File: src/rtl/ad9958_pkg.sv
// Shared types and constants for the AD9958 two-channel frequency sweep scheduler.
package ad9958_pkg;

    localparam int FTW_W = 32;
    localparam int ASF_W = 10;

    typedef enum logic [2:0] {
        ST_IDLE,
        ST_LOAD,
        ST_OFFER,
        ST_DWELL,
        ST_FINISH
    } state_e;

    // Per-sweep configuration that must not follow the inputs once a sweep is running.
    typedef struct packed {
        logic [FTW_W-1:0] step_ch0;
        logic [FTW_W-1:0] step_ch1;
        logic [ASF_W-1:0] asf_ch0;
        logic [ASF_W-1:0] asf_ch1;
    } shadow_t;

    function automatic logic [FTW_W-1:0] ftw_negate(input logic [FTW_W-1:0] v);
        return -v;
    endfunction

endpackage

File: src/rtl/ad9958_dwell_timer.sv
// Loadable dwell down-counter; zero is flagged combinationally from the count register.
module ad9958_dwell_timer #(
    parameter int unsigned DWELL_W = 16
) (
    input  logic               clock,
    input  logic               reset_n,
    input  logic               load,
    input  logic [DWELL_W-1:0] load_val,
    input  logic               tick,
    output logic               zero
);

    logic [DWELL_W-1:0] count_d;
    logic [DWELL_W-1:0] count_q;

    // NOTE: every variable assigned in always_comb gets a default first; a path without an assignment infers a latch.
    always_comb begin
        count_d = count_q;
        if (load) begin
            count_d = load_val;
        end else if (tick && (count_q != '0)) begin
            count_d = count_q - DWELL_W'(1);
        end
    end

    // NOTE: sequential state uses non-blocking assignments so every flop samples pre-edge values.
    always_ff @(posedge clock or negedge reset_n) begin
        if (!reset_n) begin
            count_q <= '0;
        end else begin
            count_q <= count_d;
        end
    end

    assign zero = (count_q == '0);

endmodule

File: src/rtl/ad9958_sweep_sched.sv
// Sweep scheduler feeding FTW/ASF word sets to the AD9958 SPI master over a valid/ready handshake.
// Build option: define AD9958_PINGPONG_EN to sweep back and forth until abort instead of finishing once.
module ad9958_sweep_sched
    import ad9958_pkg::*;
#(
    parameter int unsigned DWELL_W = 16,
    parameter int unsigned STEP_W  = 16
) (
    input  logic               clock,
    input  logic               reset_n,
    input  logic               start,
    input  logic               abort,
    input  logic [FTW_W-1:0]   ftw_start_ch0,
    input  logic [FTW_W-1:0]   ftw_start_ch1,
    input  logic [FTW_W-1:0]   ftw_step_ch0,
    input  logic [FTW_W-1:0]   ftw_step_ch1,
    input  logic [ASF_W-1:0]   asf_in_ch0,
    input  logic [ASF_W-1:0]   asf_in_ch1,
    input  logic [STEP_W-1:0]  n_steps,
    input  logic [DWELL_W-1:0] dwell,
    input  logic               upd_ready,
    output logic [FTW_W-1:0]   ftw_ch0,
    output logic [FTW_W-1:0]   ftw_ch1,
    output logic [ASF_W-1:0]   asf_ch0,
    output logic [ASF_W-1:0]   asf_ch1,
    output logic               upd_valid,
    output logic               busy,
    output logic               done
);

    state_e             state_d,    state_q;
    shadow_t            shadow_d,   shadow_q;
    logic [STEP_W-1:0]  n_steps_d,  n_steps_q;
    logic [DWELL_W-1:0] dwell_d,    dwell_q;
    logic [STEP_W-1:0]  step_cnt_d, step_cnt_q;
    logic [FTW_W-1:0]   ftw_ch0_d,  ftw_ch0_q;
    logic [FTW_W-1:0]   ftw_ch1_d,  ftw_ch1_q;
    logic [ASF_W-1:0]   asf_ch0_d,  asf_ch0_q;
    logic [ASF_W-1:0]   asf_ch1_d,  asf_ch1_q;
    logic               upd_valid_d, upd_valid_q;
    logic               busy_d,     busy_q;
    logic               done_d,     done_q;

    logic tmr_load;
    logic tmr_tick;
    logic tmr_zero;

    ad9958_dwell_timer #(
        .DWELL_W (DWELL_W)
    ) u_dwell_timer (
        .clock    (clock),
        .reset_n  (reset_n),
        .load     (tmr_load),
        .load_val (dwell_q),
        .tick     (tmr_tick),
        .zero     (tmr_zero)
    );

    always_comb begin
        state_d    = state_q;
        shadow_d   = shadow_q;
        n_steps_d  = n_steps_q;
        dwell_d    = dwell_q;
        step_cnt_d = step_cnt_q;
        ftw_ch0_d  = ftw_ch0_q;
        ftw_ch1_d  = ftw_ch1_q;
        asf_ch0_d  = asf_ch0_q;
        asf_ch1_d  = asf_ch1_q;
        tmr_load   = 1'b0;
        tmr_tick   = 1'b0;

        case (state_q)
            ST_IDLE: begin
                // Abort outranks start even when the block is already idle.
                if (start && !abort) begin
                    state_d = ST_LOAD;
                end
            end

            ST_LOAD: begin
                if (abort) begin
                    state_d = ST_IDLE;
                end else begin
                    shadow_d.step_ch0 = ftw_step_ch0;
                    shadow_d.step_ch1 = ftw_step_ch1;
                    shadow_d.asf_ch0  = asf_in_ch0;
                    shadow_d.asf_ch1  = asf_in_ch1;
                    n_steps_d         = n_steps;
                    dwell_d           = dwell;
                    ftw_ch0_d         = ftw_start_ch0;
                    ftw_ch1_d         = ftw_start_ch1;
                    asf_ch0_d         = asf_in_ch0;
                    asf_ch1_d         = asf_in_ch1;
                    step_cnt_d        = '0;
                    state_d           = ST_OFFER;
                end
            end

            ST_OFFER: begin
                if (abort) begin
                    state_d = ST_IDLE;
                end else if (upd_ready) begin
                    if (step_cnt_q == n_steps_q) begin
`ifdef AD9958_PINGPONG_EN
                        shadow_d.step_ch0 = ftw_negate(shadow_q.step_ch0);
                        shadow_d.step_ch1 = ftw_negate(shadow_q.step_ch1);
                        step_cnt_d        = '0;
                        tmr_load          = 1'b1;
                        state_d           = ST_DWELL;
`else
                        state_d = ST_FINISH;
`endif
                    end else begin
                        tmr_load = 1'b1;
                        state_d  = ST_DWELL;
                    end
                end
            end

            ST_DWELL: begin
                if (abort) begin
                    state_d = ST_IDLE;
                end else if (tmr_zero) begin
                    // FTW arithmetic wraps modulo 2^32 by design; no saturation.
                    ftw_ch0_d  = ftw_ch0_q + shadow_q.step_ch0;
                    ftw_ch1_d  = ftw_ch1_q + shadow_q.step_ch1;
                    asf_ch0_d  = shadow_q.asf_ch0;
                    asf_ch1_d  = shadow_q.asf_ch1;
                    step_cnt_d = step_cnt_q + STEP_W'(1);
                    state_d    = ST_OFFER;
                end else begin
                    tmr_tick = 1'b1;
                end
            end

            ST_FINISH: begin
                state_d = ST_IDLE;
            end

            default: begin
                state_d = ST_IDLE;
            end
        endcase
    end

    // Status outputs are registered from the next state so they line up with it.
    always_comb begin
        upd_valid_d = (state_d == ST_OFFER);
        busy_d      = (state_d != ST_IDLE);
        done_d      = (state_d == ST_FINISH);
    end

    always_ff @(posedge clock or negedge reset_n) begin
        if (!reset_n) begin
            state_q     <= ST_IDLE;
            shadow_q    <= '0;
            n_steps_q   <= '0;
            dwell_q     <= '0;
            step_cnt_q  <= '0;
            ftw_ch0_q   <= '0;
            ftw_ch1_q   <= '0;
            asf_ch0_q   <= '0;
            asf_ch1_q   <= '0;
            upd_valid_q <= 1'b0;
            busy_q      <= 1'b0;
            done_q      <= 1'b0;
        end else begin
            state_q     <= state_d;
            shadow_q    <= shadow_d;
            n_steps_q   <= n_steps_d;
            dwell_q     <= dwell_d;
            step_cnt_q  <= step_cnt_d;
            ftw_ch0_q   <= ftw_ch0_d;
            ftw_ch1_q   <= ftw_ch1_d;
            asf_ch0_q   <= asf_ch0_d;
            asf_ch1_q   <= asf_ch1_d;
            upd_valid_q <= upd_valid_d;
            busy_q      <= busy_d;
            done_q      <= done_d;
        end
    end

    assign ftw_ch0   = ftw_ch0_q;
    assign ftw_ch1   = ftw_ch1_q;
    assign asf_ch0   = asf_ch0_q;
    assign asf_ch1   = asf_ch1_q;
    assign upd_valid = upd_valid_q;
    assign busy      = busy_q;
    assign done      = done_q;

endmodule

File: config.mk
export PLATFORM = sky130hd
export DESIGN_NAME = ad9958_sweep_sched
export DESIGN_NICKNAME = d
export VERILOG_FILES = /design/src/rtl/ad9958_pkg.sv /design/src/rtl/ad9958_dwell_timer.sv /design/src/rtl/ad9958_sweep_sched.sv
export SDC_FILE = /design/constraint.sdc
export NUM_CORES = 1
export LEC_CHECK = 0
export ABC_AREA = 1
export BUFFER_PORTS_ARGS = -buffer_cell sky130_fd_sc_hd__buf_2
export CELL_PAD_IN_SITES_DETAIL_PLACEMENT = 1
export CELL_PAD_IN_SITES_GLOBAL_PLACEMENT = 2
export CORE_MARGIN = 2
export CORE_UTILIZATION = 28
export DETAILED_ROUTE_END_ITERATION = 6
export PLACE_DENSITY = 0.83
export SLEW_MARGIN = 25
export SYNTH_ARGS = -nofsm -noshare
export SYNTH_HDL_FRONTEND = slang
export SYNTH_SLANG_ARGS = --single-unit
File: constraint.sdc
create_clock -name clock -period 2 [get_ports clock]
set_input_delay 0.3 -clock clock [delete_from_list [all_inputs] [get_ports clock]]
set_output_delay 0.3 -clock clock [all_outputs]
set_load 0.03 [all_outputs]
Word-level counts from Yosys, hierarchy flattened
Index checks and enable logic that the tools add are counted.
{"block": "classes", "add_sub_neg": 4, "mul": 0, "div": 0, "n_lt_le_gt_ge": 0, "eq_ne": 9, "n_shift": 0, "muxes": 37, "n_bitwise": 1, "reduce_logical": 11}
{"op": "$mux 32", "n": 6}
{"op": "$pmux 32 s2", "n": 2}
{"op": "$mux 16", "n": 5}
{"op": "$add 32x32->32", "n": 2}
{"op": "$mux 10", "n": 6}
{"op": "$pmux 10 s2", "n": 2}
{"op": "$pmux 16 s2", "n": 1}
{"op": "$mux 3", "n": 6}
{"op": "$add 16x1->16 const B", "n": 1}
{"op": "$eq 16x16->1", "n": 1}
{"op": "$logic_not 16->1", "n": 1}
{"op": "$reduce_bool 16->1", "n": 1}
{"op": "$sub 16x1->16 const B", "n": 1}
{"op": "$pmux 3 s4", "n": 1}
{"op": "$eq 3x2->1 const B", "n": 3}
{"op": "$mux 1", "n": 7}
{"op": "$ne 2x2->1 const B", "n": 3}
{"op": "$reduce_and 4->1", "n": 1}
{"op": "$reduce_bool 2->1", "n": 2}
{"op": "$eq 3x1->1 const B", "n": 1}
{"op": "$eq 3x3->1 const B", "n": 1}
{"op": "$logic_not 3->1", "n": 1}
{"op": "$reduce_bool 3->1", "n": 1}
{"op": "$logic_and 1x1->1", "n": 2}
{"op": "other kinds (4)", "n": 4}
{"block": "word_totals", "register_bits": 238, "latch_bits": 0, "ram_bits": 0, "mem_bits_ro": 0, "in_bits": 185, "out_inout_bits": 87, "wordCells": 78, "mem_count": 0}

Logic depth before layout (Yosys ltp)
Gate-level depths: netlist (run 1).
{"block": "depth", "ltp_word": 7, "ltp_mapped": 14, "ltp_nobuf": 14}

Modules after synthesis
Synthesis (run 1) repeated with hierarchy kept, for this count alone.
{"block": "hier_totals", "cells_unflattened": 2268, "area_unflattened_um2": 15313.4}
{"module": "ad9958_sweep_sched", "instances": 1, "cells_per_inst": 2085, "area_each_um2": 14058.5, "seq_area_each_um2": 5555.3}
{"module": "ad9958_dwell_timer", "instances": 1, "cells_per_inst": 183, "area_each_um2": 1255.0, "seq_area_each_um2": 400.4}

Worst setup path before layout (run 1)
Ideal clock, no wire load.
{"block": "synth_path", "path_kind": "register to register", "startpoint": "reg ftw_ch0_q[0] (netlist: ftw_ch0[0])", "endpoint": "reg ftw_ch0_q[30] (netlist: ftw_ch0[30])", "setup_time_ns": 0.117, "arrival_ns": 2.000, "required_ns": 1.883, "slack_ns": -0.117, "stages_incl_launch_ff": 15, "path_buffers": 0, "period_less_slack_ns": 2.117, "cell_sequence": "dfrtp_1 > ha_1 > fa_1 > nand3_1 > nand3_1 > nand2_1 > nand2_1 > nand2_1 > nand2_1 > nand2_1 > nand2_1 > nand2_1 > nand3_1 > nand2_1 > nand2_1"}
{"block": "synth_between", "elab_chain_cells": 4}
{"item": "from (decl)", "line_no": "ad9958_sweep_sched.sv:36", "source": "logic [FTW_W-1:0] ftw_ch0_d, ftw_ch0_q;"}
{"item": "from (signal assigned)", "line_no": "ad9958_sweep_sched.sv:173", "source": "ftw_ch0_q <= ftw_ch0_d;"}
{"item": "$add 32x32->32", "line_no": "ad9958_sweep_sched.sv:125", "source": "ftw_ch0_d = ftw_ch0_q + shadow_q.step_ch0;"}
{"item": "$mux 32", "line_no": "ad9958_sweep_sched.sv:123", "source": "end else if (tmr_zero) begin"}
{"item": "$mux 32", "line_no": "ad9958_sweep_sched.sv:121", "source": "if (abort) begin"}
{"item": "$pmux 32 s2", "line_no": "ad9958_sweep_sched.sv:72", "source": "case (state_q)"}
No other way between the ends. The select of a mux whose other input is x is not followed.
A chain may end at the register's enable or synchronous reset.

Final worst setup path (run 1)
{"block": "layout_path", "startpoint": "reg u_dwell_timer.count_q[0]", "endpoint": "reg ftw_ch0_q[12] (netlist: ftw_ch0[12])"}
{"block": "layout_between", "elab_chain_cells": 3}
{"item": "from (decl)", "line_no": "ad9958_dwell_timer.sv:14", "source": "logic [DWELL_W-1:0] count_q;"}
{"item": "from (signal assigned)", "line_no": "ad9958_dwell_timer.sv:31", "source": "count_q <= count_d;"}
{"item": "$logic_not 16->1", "line_no": "ad9958_dwell_timer.sv:35", "source": "assign zero = (count_q == '0);"}
{"item": "$ne 2x2->1 (no line)"}
{"item": "$reduce_and 4->1 (no line)"}
No other way between the ends.

==> results of run 1 <==
-- power groups by stage --
| stage | clock network, mW | logic [mW] | registers [mW] |
|---|---|---|---|
| 3_5_place_dp | 0 | 20.7 | 8.45 |
| 4_1_cts | 5.86 | 21.7 | 8.47 |
| 5_1_grt | 6.04 | 27.1 | 9.05 |
| 6_report | 5.67 | 24.5 | 8.81 |
| 3_3_place_gp | 0 | 20.2 | 8.38 |
| 2_1_floorplan | 0 | 11.1 | 9.74 |
-- routing by layer --
| metal | up-vias | GRT usage, % |
|---|---|---|
| met3 | 91 | 2.910 |
| met5 | - | 0 |
| met2 | 288 | 37.53 |
| met4 | 6 | 6.629 |
| met1 | 8344 | 26.97 |
| li1 | 8276 | - |
-- worst paths after layout --
check                                          from           to  slack [ns]  cells past startpoint
max                        u_dwell_timer.count_q[0]  ftw_ch0[12]       -0.05                     12
max reg2reg                u_dwell_timer.count_q[0]  ftw_ch0[12]       -0.05                     12
min reg2reg                              asf_ch0[8]   asf_ch0[8]        0.47                      2
max in group asynchronous                   reset_n   ftw_ch0[0]        1.08                      3
min                               ftw_start_ch1[21]  ftw_ch1[21]        0.04                      5
min in group asynchronous                   reset_n  dwell_q[12]        0.20                      2
-- registers in the layout, indices dropped and copies added (netlist names) --
name,flops
u_dwell_timer.count_q,16
shadow_q,84
upd_valid,1
done,1
dwell_q,16
n_steps_q,16
ftw_ch0,32
busy,1
state_q,3
asf_ch1,10
ftw_ch1,32
step_cnt_q,16
asf_ch0,10
-- cell families (layout without fill, tap and decap cells) --
logic type                 after synthesis  after routing  share of synthesized area [%]
adders and majority gates               66             66                          5.435
buffers and inverters                  392            982                          10.04
muxes                                    1              1                        0.06471
other                                    0              1                              0
AOI/OAI and AO/OA                      187            187                          6.996
and+or+nand+nor                       1390           1390                          35.46
DFF                                    238            238                          38.50
xor gates and xnor gates                62             62                          3.510
-- worst max-delay path, stage by stage, from the launching register on --
cell	delay, ns
dfrtp_1	0.37
inv_2	0.07
ha_2	0.18
nand2_2	0.08
nor2_4	0.14
nand4_4	0.12
o21ai_4	0.26
nand2_8	0.16
inv_8	0.09
buf_12	0.16
buf_12	0.15
o21bai_4	0.08
nor2_1	0.10
-- timing repair --
item                                    in CTS  in global routing
setup buffers                                7                 22
gates resized for setup                     69                259
hold buffers                               129                  0
endpoints found under the setup margin      71                109
cloned                                       1                 13
hold endpoints to repair                   215                  0
pin swaps                                   13                 50
-- metrics by stage --
| stage | setup TNS (ns) | cell area (um^2) |
|---|---|---|
| after CTS | -0.1832 | 21480 |
| after global placement | -1.197 | 18780 |
| after detailed placement | -3.111 | 18780 |
| after floorplan | 0 | 15480 |
| after global routing | -5.638 | 23010 |
| final | -0.4256 | 23010 |
-- area by class of cell --
| type | count | area (um^2) | share of cell area, % |
|---|---|---|---|
| timing repair inverter | 1 | 7.507 | 0.03262 |
| clock inverter | 15 | 127.6 | 0.5546 |
| sequential | 238 | 5961 | 25.90 |
| antenna | 1 | 2.502 | 0.01087 |
| multi-input combinational | 1706 | 9325 | 40.53 |
| inverter | 326 | 1246 | 5.416 |
| tap | 704 | 880.8 | 3.828 |
| clock buffer | 43 | 910.9 | 3.958 |
| timing repair buffer | 597 | 4549 | 19.77 |
-- cells in the final DEF (no fill, tap or decap), types with 25 or more instances in the layout --
cell type	Yosys	layout
nor2_1	152	123
xnor2_1	26	25
inv_1	321	318
ha_4	0	41
a21oi_2	0	30
buf_4	4	162
dfrtp_1	238	234
nand3_1	106	85
xor2_1	36	36
buf_2	29	271
nand2_2	0	91
a21oi_1	77	46
nand2_1	1077	969
dlygate4sd3_1	0	129
o21ai_0	63	62
clkbuf_16	0	37
==> run_results.csv, run 1 <==
group,metric,value,unit
status,status,"finished, violations left",
status,violations,"negative setup slack",
layout,syn_to_final_growth,48.75,%
synthesis,seq_area_frac_synth,38.50,%
sta,skew,0.03074,ns
pwr,p_per_area,1695,nW/um^2
sta,setup_ws,-0.05426,ns
setup_path,crit_type,"reg2reg",
setup_path,cp-start-kind,"register",
synthesis,synthTopCellsByCount,"nand2_1, inv_1, dfrtp_1, nor2_1, nand3_1",
synthesis,synth_top_area_cell,"dfrtp_1",
placement,dpl.hpwl,45.36,mm
sta,setup_viol,19,
die,coreArea,54880,um^2
placement,gp_congestion,0.8866,
route,top_layer_used,"met5",
global_route,grt_pass1_vias,18025,
route,drt_iter0_markers,671,
route,drc_errors,0,
die,fp.dieH,239.1,um
synthesis,ys_seq_elements,238,
synthesis,yosys.area.top_type_share,38.50,%
route,final_antenna_net_count,0,
pwr,power.switching,18.65,mW
route,route.met2.wl,32.10,mm
route,via_per_inst,4.683,
sta,hold_violations,0,
synthesis,postSynth.asyncResetShare,100.0,%
synthesis,yosysMostFrequentCell,"nand2_1",
placement,port_buffers,271,
die,die_area,57140,um^2
clock_network,cts.clk_slew.worst_paths,0.07,ns
route,routedWlPerCell,17.94,um
clock_network,clockRootBuffer,"clkbuf_16",
route,num_vias,17005,
placement,place_inst,3401,
die,start_util,28.19,%
route,routed_wl,65.13,mm
clock_network,cts_made_buffers,31,
pwr,max-vdd-ir-drop,0.0006957,V
clock_network,clkSinkCount,238,
layout,layout-drive-gt1-share,27.55,%
pwr,power,38.99,mW
die,die_w,239.1,um
synthesis,dominantRegCellSynth,"dfrtp_1",
sta,whs,0.04008,ns
setup_path,required,2.53,ns
pwr,leakagePower,12.28,nW
route,drt_first_pass_iters,5,
synthesis,synth_fp_nets,2587,
synthesis,synthTopCellsByArea,"dfrtp_1, nand2_1, inv_1, ha_1, nor2_1",
synthesis,postSynthAreaPerCell,6.622,um^2
global_route,grt_max_degree,65,
synthesis,yosys_warnings,0,
worst_hold_path,min_path_type,"in2reg",
route,wl_met1,29.08,mm
sta,grt_setup_unrepaired,"true",
sta,tightest_slew,0.7877,ns
clock_network,cts_max_level,1,
global_route,grt_pass1_wl,96.43,mm
global_route,antenna_found_initial,3,
sta,slew_headroom,47.48,%
clock_network,clk_path_buf_depth,3,
pwr,p_clk_share,14.5,%
placement,dpl_worst_slack,-0.1674,ns
clock_network,cts_tree,"built",
die,fp-row-count,86,
layout,fin_cells,3631,
sta,clock.fmax,486.8,MHz
layout,postLayoutCoreUtil,41.93,%
setup_path,crit_fanout,8,
pwr,pwr-share-comb,62.9,%
synthesis,ys_types,37,
synthesis,syn_inst,2336,
synthesis,synth-edff-count,0,
pwr,power.internal,20.34,mW
sta,timing.final.crit_share,102.7,%
pwr,swShare,47.84,%
sta,fin_crit,2.054,ns
layout,fillCellCount,6860,
die,num_io_pins,272,
pwr,pwr-share-seq,22.6,%
job,maxCapViolations,0,
clock_network,clock_latency,0.61,ns
synthesis,synth_area,15470,um^2
setup_path,cp.arrival,2.58,ns
sta,slew_viol_final,0,
global_route,overflow,0,
route,wl_met3,2.077,mm
setup_path,crit_path_end_kind,"register",
global_route,groute.usage.overall,21.33,%
layout,final_net_count,3152,
Note: power is estimated with default switching activity, not from simulation.
==> inputs of run 2 (changes only) <==
CORE_ASPECT_RATIO = 0.5   (was not set)
MAX_ROUTING_LAYER = met4   (was not set)
SETUP_SLACK_MARGIN = 0.4   (was not set)
==> run_results.csv, run 2 (synthesis results as in run 1) <==
group,metric,value,unit
status,status,"finished, violations left",
status,violations,"negative setup slack",
setup_path,cp.arrival,2.49,ns
layout,largest_reg_flops,84,
sta,tightest_slew,0.5629,ns
setup_path,crit_path_end_kind,"register",
setup_path,cp.depth,13,
die,fp-row-count,60,
setup_path,rr_startpoint,"u_dwell_timer.count_q[1]",
clock_network,cts_tree,"built",
job,maxCapViolations,0,
sta,timing.final.crit_share,101.4,%
layout,design_area,23050,um^2
die,num_io_pins,272,
setup_path,reg2regPathDepth,13,
sta,fin_crit,2.027,ns
pwr,p_per_area,1699,nW/um^2
sta,setup_viol,5,
die,die_area,57260,um^2
layout,fillCellCount,6742,
sta,slew_viol_final,0,
route,via_per_inst,4.560,
setup_path,critPathMaxStageDelay,0.39,ns
placement,place_area,19140,um^2
sta,slew_headroom,62.48,%
sta,grt_setup_unrepaired,"true",
sta,setup_ws,-0.02733,ns
route,drc_errors,0,
setup_path,cp-start-kind,"register",
clock_network,clock_latency,0.57,ns
layout,final_net_count,3089,
global_route,grt_max_degree,93,
global_route,overflow,0,
setup_path,crit_chain,"inv_2, ha_4, nand2_4, nor2_4, nand4_4, o21ai_4, buf_6, nand2_8, buf_16, buf_12, buf_16, nand2_4, nand2_2",
pwr,max-vdd-ir-drop,0.0007627,V
global_route,grt_pass1_wl,97.95,mm
sta,clock.fmax,493.3,MHz
layout,final_cell_mix,"nand2_1, inv_1, buf_2",
placement,dpl.hpwl,42.88,mm
setup_path,cp_slowest_cell,"dfrtp_1",
die,coreArea,54130,um^2
route,routedWlPerCell,17.41,um
route,final_antenna_net_count,0,
clock_network,clkSinkCount,238,
pwr,leakagePower,12.03,nW
layout,diodes,0,
worst_hold_path,min_path_type,"in2reg",
layout,syn_to_final_growth,48.99,%
layout,postLayoutCoreUtil,42.58,%
layout,final_common_cell,"nand2_1",
placement,port_buffers,271,
global_route,groute.usage.overall,22.38,%
setup_path,critPathBufInv,5,
layout,regMostFlops,"shadow_q",
setup_path,r2r_slack,-0.03,ns
clock_network,clockRootBuffer,"clkbuf_16",
sta,setup_tns,-0.1073,ns
route,routed_wl,62.70,mm
setup_path,crit_start,"u_dwell_timer.count_q[1]",
clock_network,clk_path_buf_depth,3,
route,num_vias,16424,
setup_path,reg2reg_to,"asf_ch0[3]",
die,fp.dieH,170.2,um
global_route,antenna_found_initial,2,
die,die_w,336.4,um
route,drt_first_pass_iters,5,
placement,gp_congestion,0.8867,
setup_path,path_delay_family,"buffers and inverters",
setup_path,required,2.46,ns
clock_network,cts_made_buffers,27,
sta,skew,0.01301,ns
setup_path,cp-endpoint,"asf_ch0[3]",
global_route,grt_pass1_vias,17462,
clock_network,cts.clk_slew.worst_paths,0.06,ns
route,drt_iter0_markers,768,
layout,layout-drive-gt1-share,28.97,%
setup_path,crit_fanout,8,
clock_network,cts_max_level,1,
die,start_util,28.58,%
sta,hold_violations,0,
setup_path,crit_type,"reg2reg",
run 2: power by group:
group / internal [mW] / total, mW / switching, mW / leakage, nW
clock: 3.16 / 5.51 / 2.36 / 0.450
sequential: 7.01 / 9.03 / 2.01 / 2.89
combinational: 10.3 / 24.6 / 14.3 / 8.69
total: 20.4 / 39.2 / 18.7 / 12.0
run 2: final cells by class:
cell class                      count  area, um^2  area share [%]
Clock buffer                       33       738.2           3.203
Timing Repair Buffer              538        4273           18.54
Tap cell                          744       930.9           4.039
Multi-Input combinational cell   1707        9622           41.75
Inverter                          326        1244           5.396
Sequential cell                   238        6033           26.18
Clock inverter                     16       207.7          0.9011
run 2: metrics by stage:
stage                     hold slack, ns  setup WS, ns  power (mW)  instances
after global placement            0.2126       0.02126       29.30       3361
after CTS                        0.01076       0.04122       37.64       3574
after detailed placement          0.2117      0.009183       29.73       3361
after floorplan                 0.004409        0.1007       22.92       2336
after global routing             0.05103       -0.1394       42.47       3602
final                            0.04320      -0.02733       39.16       3602
run 2: layer usage:
metal / part of all wire [%] / wire, um / vias to the layer above / track usage, %
met5: 0 / 0 / - / -
met3: 2.7 / 1668 / 102 / 2.347
met2: 49 / 30810 / 209 / 38.30
met1: 45 / 28160 / 7958 / 28.07
li1: - / - / 8155 / -
met4: 3.3 / 2059 / 0 / 6.483
run 2: tightest hold or removal path, cell delays in order:
cell     delay, ns
buf_2         0.09
inv_1         0.04
a21oi_1       0.05
nand2_1       0.05
nand2_1       0.04
run 2: how the worst min path moves through the flow:
stage | startpoint | end | slack [ns] | cells past startpoint
detailed placement | reset_n | shadow_q[10] | 0.21 | 1
global route | ftw_start_ch1[2] | ftw_ch1[2] | 0.05 | 5
finish | ftw_start_ch1[23] | ftw_ch1[23] | 0.04 | 5
CTS | ftw_start_ch0[1] | ftw_ch0[1] | 0.01 | 5
global placement | reset_n | shadow_q[10] | 0.21 | 1
floorplan | reset_n | asf_ch0[0] | 0.004 | 0
run 2: timing repair:
item	in CTS	in global routing
setup endpoints to repair	205	247
endpoints found under the hold margin	265	0
buffers inserted	29	27
gates resized for setup	126	127
cloned	11	1
hold buffers	124	0
pin swaps	34	31
